$ cat src/rtl/rr_flit_scheduler.sv
// Three-requester round-robin flit scheduler feeding one output holding stage.
// The winning flit is registered, split into data/address fields, and tagged
// with its source index. Throughput and back-pressure stalls are counted.
module rr_flit_scheduler #(
    parameter int WIDTH       = 11,
    parameter int STALL_LIMIT = 8,
    parameter int CNT_W       = 16
) (
    input  logic                 clk,
    input  logic                 reset,
    input  logic [2:0]           in_valid,
    input  logic [3*WIDTH-1:0]   in_flit,
    output logic [2:0]           in_ready,
    output logic                 out_valid,
    input  logic                 out_ready,
    output logic [WIDTH-5:0]     out_data,
    output logic [3:0]           out_addr,
    output logic [1:0]           out_src,
    output logic [CNT_W-1:0]     flit_count,
    output logic [CNT_W-1:0]     stall_cnt,
    output logic                 stall_flag
);

    typedef enum logic {EMPTY = 1'b0, FULL = 1'b1} state_e;

    state_e               state_q, state_d;
    logic [1:0]           rr_ptr_q, rr_ptr_d;
    logic [WIDTH-5:0]     data_q;
    logic [3:0]           addr_q;
    logic [1:0]           src_q;
    logic [CNT_W-1:0]     count_q, count_d;
    logic [CNT_W-1:0]     stall_q, stall_d;
    logic                 flag_q;

    logic [1:0]           ptr_eff;
    logic                 can_load;
    logic [1:0]           cand;
    logic [1:0]           win_idx;
    logic                 win_found;
    logic                 accept;
    logic [WIDTH-1:0]     sel_flit;

    // Reduce a 0..5 sum to 0..2.
    function automatic logic [1:0] wrap3(input logic [2:0] v);
        return (v >= 3'd3) ? 2'(v - 3'd3) : v[1:0];
    endfunction

    // Round-robin search starting at rr_ptr; an illegal pointer of 3 acts as 0.
    always_comb begin
        // NOTE: every combinational output gets a default first so no path
        // leaves it unassigned, which would infer a latch.
        win_idx   = 2'd0;
        win_found = 1'b0;
        cand      = 2'd0;
        ptr_eff   = (rr_ptr_q == 2'd3) ? 2'd0 : rr_ptr_q;
        can_load  = (state_q == EMPTY) || out_ready;
        for (int k = 0; k < 3; k++) begin
            cand = wrap3({1'b0, ptr_eff} + 3'(k));
            if (!win_found && in_valid[cand]) begin
                win_found = 1'b1;
                win_idx   = cand;
            end
        end
        // Grants are suppressed while reset is held, even though state is already cleared.
        in_ready = (can_load && win_found && !reset) ? (3'b001 << win_idx) : 3'b000;
        accept   = |in_ready;
        sel_flit = in_flit[win_idx*WIDTH +: WIDTH];
    end

    // FSM state register.
    always_ff @(posedge clk or posedge reset) begin
        if (reset) state_q <= EMPTY;
        // NOTE: sequential state uses non-blocking assignment so every register
        // samples pre-edge values regardless of block ordering.
        else       state_q <= state_d;
    end

    // FSM next state: load wins over drain, so drain+accept stays FULL.
    always_comb begin
        state_d = state_q;
        if (accept)                              state_d = FULL;
        else if (state_q == FULL && out_ready)   state_d = EMPTY;
    end

    // FSM outputs.
    always_comb begin
        out_valid = (state_q == FULL);
    end

    // Next-state values for pointer and counters.
    always_comb begin
        rr_ptr_d = accept ? wrap3({1'b0, win_idx} + 3'd1) : ptr_eff;
        count_d  = count_q + CNT_W'(accept);
        stall_d  = stall_q;
        if (state_q == FULL) begin
            if (!out_ready) stall_d = (stall_q == {CNT_W{1'b1}}) ? stall_q : stall_q + 1'b1;
            else            stall_d = '0;
        end
    end

    // Holding register, pointer and counters; reset discards any held flit.
    always_ff @(posedge clk or posedge reset) begin
        if (reset) begin
            rr_ptr_q <= 2'd0;
            data_q   <= '0;
            addr_q   <= '0;
            src_q    <= 2'd0;
            count_q  <= '0;
            stall_q  <= '0;
            flag_q   <= 1'b0;
        end else begin
            rr_ptr_q <= rr_ptr_d;
            count_q  <= count_d;
            stall_q  <= stall_d;
            flag_q   <= (stall_d >= CNT_W'(STALL_LIMIT));
            if (accept) begin
                data_q <= sel_flit[WIDTH-1:4];
                addr_q <= sel_flit[3:0];
                src_q  <= win_idx;
            end
        end
    end

    assign out_data   = data_q;
    assign out_addr   = addr_q;
    assign out_src    = src_q;
    assign flit_count = count_q;
    assign stall_cnt  = stall_q;
    assign stall_flag = flag_q;

endmodule

$ cat config.mk
export PLATFORM = sky130hd
export DESIGN_NAME = rr_flit_scheduler
export DESIGN_NICKNAME = d
export VERILOG_FILES = /design/src/rtl/rr_flit_scheduler.sv
export SDC_FILE = /design/constraint.sdc
export NUM_CORES = 1
export LEC_CHECK = 0
export ABC_AREA = 1
export CORE_AREA = 2 2 74 91
export DETAILED_ROUTE_END_ITERATION = 7
export DIE_AREA = 0 0 76 93
export PLACE_DENSITY_LB_ADDON = 0.1
export SYNTH_ARGS = -nofsm -noshare
export SYNTH_HDL_FRONTEND = slang
export SYNTH_SLANG_ARGS = --single-unit
$ cat constraint.sdc
create_clock -name clk -period 6.3 [get_ports clk]
set_clock_uncertainty 0.1 [all_clocks]
set_input_delay 1.26 -clock clk [delete_from_list [all_inputs] [get_ports clk]]
set_output_delay 1.26 -clock clk [all_outputs]
set_load 0.01 [all_outputs]
## Word-level counts from Yosys, hierarchy flattened

Index checks and enable logic that the tools add are counted.

- Register bits: 49
- Bits of input ports: 39
- Word-level logic and storage cells: 66

- $add $sub $neg: 9
- $mul: 1
- $lt $le $gt $ge: 8
- Equal/unequal tests: 2
- Shifts and indexed selects: 2
- Multiplexer cells: 24
- Bitwise gates (word level): 1
- Reductions and logical operators: 11

Operator list:

| kind | count |
|---|---|
| $mux W16 | 3 |
| $shiftx A33 B7 Y11 | 1 |
| $mux W2 | 9 |
| $add A16 B1 Y16 | 1 |
| $add A16 B1 Y16 const B | 1 |
| $eq A16 B16 Y1 const B | 1 |
| $ge A16 B4 Y1 const B | 1 |
| $ge A3 B2 Y1 const B | 3 |
| $lt A2 B3 Y1 const B | 3 |
| $mux W1 | 8 |
| $sub A2 B2 Y2 const B | 4 |
| $add A2 B1 Y3 const B | 2 |
| $bmux W1 S2 | 3 |
| $mul A2 B4 Y6 const B | 1 |
| $logic_and A1 B1 Y1 | 5 |
| $add A2 B2 Y3 const B | 1 |
| $logic_not A1 Y1 | 3 |
| $mux W3 | 1 |
| $reduce_or A3 Y1 | 1 |
| $shl A1 B2 Y3 const A | 1 |
| $eq A2 B2 Y1 const B | 1 |
| $ge A2 B2 Y1 const B | 1 |
| $reduce_bool A2 Y1 | 1 |
| $logic_or A1 B1 Y1 | 1 |
| $not A1 Y1 | 1 |

## Depth between registers and ports, before layout

- Word-level depth: 18
- Gate-level depth with buffers: 25

## Least setup slack after synthesis

OpenSTA, ideal clock, no wires.

- Path kind: input to register
- Start: input port in_valid[1]
- End: register count_q[14] (netlist: flit_count[14])
- Library setup time: 0.125 ns
- Data arrival time: 3.904 ns
- Path slack: 2.171 ns
- Stages on the path: 20
- Buffers on the path: 2
- Cell sequence: nand2_1 nand2_2 a21oi_4 nand4_1 nand2_2 buf_2 ha_1 nand3_1 nand3_2 buf_6 ha_1 ha_1 nand3_1 nor2_1 nand2_1 nor2_1 nand4_1 nor2_1 nand2_1 xnor2_1

- Longest elaborated chain between the ends: 14
- Elaborated cells between the ends (all ways): 22
- Classes of those cells: 1 x add/sub; 1 x shift; 13 x mux; 7 x reduce/logical

RTL lines:

| element | line | source |
|---|---|---|
| from (decl) | 11 | `input logic [2:0] in_valid,` |
| $bmux W1 S2 | 59 | `if (!win_found && in_valid[cand]) begin` |
| $mux W1 (not written as such) | 59 |  |
| $mux W1 | 59 |  |
| $logic_not A1 Y1 | 59 |  |
| $logic_and A1 B1 Y1 | 59 |  |
| $mux W1 | 59 |  |
| $logic_not A1 Y1 | 59 |  |
| $logic_and A1 B1 Y1 | 59 |  |
| $mux W1 | 59 |  |
| $logic_and A1 B1 Y1 (2 in a row) | 65 | `in_ready = (can_load && win_found && !reset) ? (3'b001 << win_idx) : 3'b000;` |
| $mux W3 (*) | 65 |  |
| $reduce_or A3 Y1 (*) | 66 | `accept = \|in_ready;` |
| via accept | 40 | `logic accept;` |
| $add A16 B1 Y16 (*) | 93 | `count_d = count_q + CNT_W'(accept);` |
| via count_d[14] | 31 | `logic [CNT_W-1:0] count_q, count_d;` |
| to (signal assigned) | 113 | `count_q <= count_d;` |
| to (decl) | 31 |  |

The timed path passes the listed nets; every way through them passes the cells marked *. The select of a mux whose other input is x is not followed.
A chain may end at the register's enable or synchronous reset.

## Worst setup path after layout

- Start: input port in_valid[2]
- End: output port in_ready[2]

- Longest elaborated chain between the ends: 12
- Elaborated cells between the ends (all ways): 20
- Classes of those cells: 1 x shift; 13 x mux; 6 x reduce/logical

RTL lines:

| element | line | source |
|---|---|---|
| $bmux W1 S2 | 59 |  |
| $mux W1 (not written as such) | 59 |  |
| $mux W1 | 59 |  |
| $logic_not A1 Y1 | 59 |  |
| $logic_and A1 B1 Y1 | 59 |  |
| $mux W1 | 59 |  |
| $logic_not A1 Y1 | 59 |  |
| $logic_and A1 B1 Y1 | 59 |  |
| $mux W1 | 59 |  |
| $logic_and A1 B1 Y1 (2 in a row) | 65 |  |
| $mux W3 (*) | 65 |  |
| to (decl) | 13 | `output logic [2:0] in_ready,` |

Every way passes the cells marked *; elsewhere a longest branch is shown, timed or not. The select of a mux whose other input is x is not followed.

==> impl_metrics.py <==
metrics = {
    "route": {
        "first_iter_violations": 89,
        "drcViolationCount": 0,
        "num_vias": 3029,
        "wl_um": 7360,
        "ant_nets": 0,
        "wl_per_cell_um": 12.1,
        "via_per_inst": 4.97,
        "dr.pass1.iters": 4,
    },
    "sta": {
        "relSlewSlack_pct": 33.8,
        "tightest_slew_ns": 0.991,
        "hold_ws_ns": 0.383,
        "final_hold_viol_count": 0,
        "fmax_mhz": 198,
        "finalCritPeriodShare_pct": 80.0,
        "rsz0062_at_grt": "no",
        "setup_slack_ns": 1.26,
        "drv_slew": 0,
        "layout_min_cycle_time_ns": 5.04,
        "setup_viol": 0,
        "fin_tns_setup_ns": 0,
    },
    "worst_setup_path": {
        "worstReg2RegEnd": "flit_count[14]",
        "path_class": "in2out",
        "crit_start": "in_valid[2]",
        "cp-start-kind": "input pin",
        "endpoint": "in_ready[2]",
        "worst_setup_path_end_kind": "output pin",
        "rrSetupSlack_ns": 2.35,
        "r2r_cells": 21,
        "crit_fanout": 18,
        "rr_startpoint": "rr_ptr_q[0]",
        "cp_data_arrival_time_ns": 3.68,
        "critPathRequiredTime_ns": 4.94,
    },
    "cts": {
        "cts_tree": "built",
        "cts_setup_buffers": 0,
        "clk_pin_slew_ns": 0.10,
        "clk_latency_ns": 0.31,
        "htree_levels": 2,
        "clock_path_buffers": 2,
        "cts_hold_buf": 0,
        "postCtsResizedCells": 0,
        "cts-root-buf": "clkbuf_8",
        "clkSinkCount": 49,
        "cts-buffers-inserted": 5,
    },
    "global_route": {
        "use_met3_pct": 5.69,
        "grt_use_met1_pct": 25.0,
        "use_met2_pct": 41.2,
        "grt_max_degree": 50,
        "busiest_layer": "met2",
        "track_usage_pct": 22.4,
        "antenna_found_initial": 0,
        "grt-ovfl-total": 0,
        "grt_pass1_wl_um": 13100,
        "grt_pass1_vias": 3058,
    },
    "power_and_ir_drop": {
        "power_frac_clock_pct": 13.8,
        "cellPowerDensity_mw_per_mm2": 396,
        "power.switching_mw": 0.740,
        "p_seq_share_pct": 30.0,
        "swShare_pct": 44.7,
        "p_comb_share_pct": 56.2,
        "p_int_mw": 0.916,
        "irDropWorstVdd_uv": 288,
        "p_leak_nw": 2.05,
    },
    "synthesis": {
        "yosys_warnings": 0,
        "synthCells": 439,
        "synth_largest_area_cell": "dfrtp_1",
        "avgSynthCellArea_um2": 7.14,
        "ys_ff_latch": 49,
        "async_flop_share_pct": 100,
        "synth_cell_types": 32,
        "synth_fp_nets": 486,
        "netlist_area_mm2": 0.00314,
        "synthTopCellsByArea": "dfrtp_1 (39%), nand2_1 (17%), nand3_1 (9.6%), inv_1 (6.0%), nor2_1 (4.4%)",
        "yosys_most_used_dff": "dfrtp_1",
        "netlist.area_leader.share_pct": 39.1,
        "seq_area_frac_synth_pct": 39.1,
        "synth-edff-count": 0,
    },
    "layout": {
        "diodes": 0,
        "final_area_mm2": 0.00418,
        "n_fill_cell": 595,
        "layout-drive-gt1-share_pct": 7.24,
        "final_nets": 571,
        "syn_to_final_growth_pct": 33.3,
    },
    "place": {
        "io_buffer_count": 88,
        "placed_area_mm2": 0.00407,
        "dp_slack_ns": 1.25,
        "globalplace.congestion": 0.895,
        "dp_hpwl_um": 5800,
    },
    "floorplan": {
        "ios": 89,
        "die_w_um": 76,
        "floorplan.rows": 32,
        "initial_core_util_pct": 50.5,
        "die_area_mm2": 0.00707,
        "die_h_um": 93,
        "core_mm2": 0.00621,
    },
    "min_path": {
        "min_path_type": "reg2reg",
    },
    "run_status": {
        "run_status": "finished, final reports clean",
    },
    "job": {
        "drv_cap": 0,
    },
}
-- how the worst min path moves through the flow --
stage,startpoint,slack (ns),endpoint,depth (start not counted)
finish,flit_count[15],0.38,flit_count[15],1
global route,flit_count[15],0.41,flit_count[15],1
CTS,flit_count[15],0.38,flit_count[15],1
detailed placement,flit_count[15],0.37,flit_count[15],1
global placement,flit_count[15],0.36,flit_count[15],1
floorplan,flit_count[15],0.41,flit_count[15],1
-- placed cells by master (no fill, tap or decap), drive strengths merged, types with 9 or more instances in the layout --
cell type,netlist,routed
nand2,150,150
inv,57,58
nor2,42,42
dfrtp,49,49
nand3,63,63
nand4,10,10
clkdlybuf4s50,0,88
o21ai,9,9
nand3b,11,11
-- final cells by class --
cell class                      instances  area, µm²  share of cell area, %
Tap cell                               85        106                   2.54
Sequential cell                        49       1230                   29.3
Clock inverter                          3       43.8                   1.05
Inverter                               57        214                   5.12
Clock buffer                            5       68.8                   1.65
Multi-Input combinational cell        322       1630                   39.0
Timing Repair Buffer                   89        888                   21.3
-- kinds of logic after synthesis --
kind of cell	share of synthesized area, %
AND/OR/NAND/NOR	40.3
buffers and inverters	8.86
flip-flops	39.1
AO/OA/AOI/OAI	4.39
XOR/XNOR	4.19
adder cells (fa/ha/maj)	3.19
-- flip-flops by register name, indices dropped and copies added (netlist names) --
name,count
stall_cnt,16
out_data,7
out_valid,1
flit_count,16
out_addr,4
stall_flag,1
out_src,2
rr_ptr_q,2
-- stage by stage --
stage / total power [mW] / instances / utilization (%)
finish: 1.66 / 610 / 67.3
global route: 1.83 / 610 / 67.3
floorplan: 1.14 / 439 / -
detailed placement: 1.44 / 602 / 65.5
global placement: 1.42 / 602 / 65.5
CTS: 1.67 / 610 / 67.3
-- synth_stat cells (2+ instances only) --
library cell	n
nand2_2	6
nand3_2	3
dfrtp_1	49
inv_1	50
buf_2	6
ha_1	8
o21ai_0	6
nor2_2	4
nand2_1	143
clkbuf_1	2
xor2_1	8
nand3b_1	11
inv_2	7
nand4_1	9
buf_6	2
xnor2_1	7
a21oi_1	7
nor3_1	2
nor2_1	37
nand3_1	60
-- worst max-delay path, cell delays in order --
cell             delay (ns)
clkdlybuf4s50_1        0.52
inv_2                  0.06
o21ai_2                0.21
nand2_4                0.11
nand2_1                0.09
nand2_1                0.07
nor2_2                 0.26
ha_1                   0.21
nand3_1                0.08
buf_4                  0.20
inv_1                  0.08
clkdlybuf4s50_1        0.55
-- metal layers --
metal  vias to the layer above  wire length [µm]
met3                         6               472
met1                      1371              2990
met5                         -                 0
li1                       1556                 -
met2                        96              3810
met4                         0                91
-- power groups by stage --
stage	Clock, mW	Combinational (mW)	Sequential [mW]
2_1_floorplan	0	0.625	0.513
3_3_place_gp	0	0.917	0.500
3_5_place_dp	0	0.938	0.504
4_1_cts	0.233	0.941	0.498
5_1_grt	0.247	1.07	0.513
6_report	0.228	0.931	0.497
(Power assumes the default switching activity.)
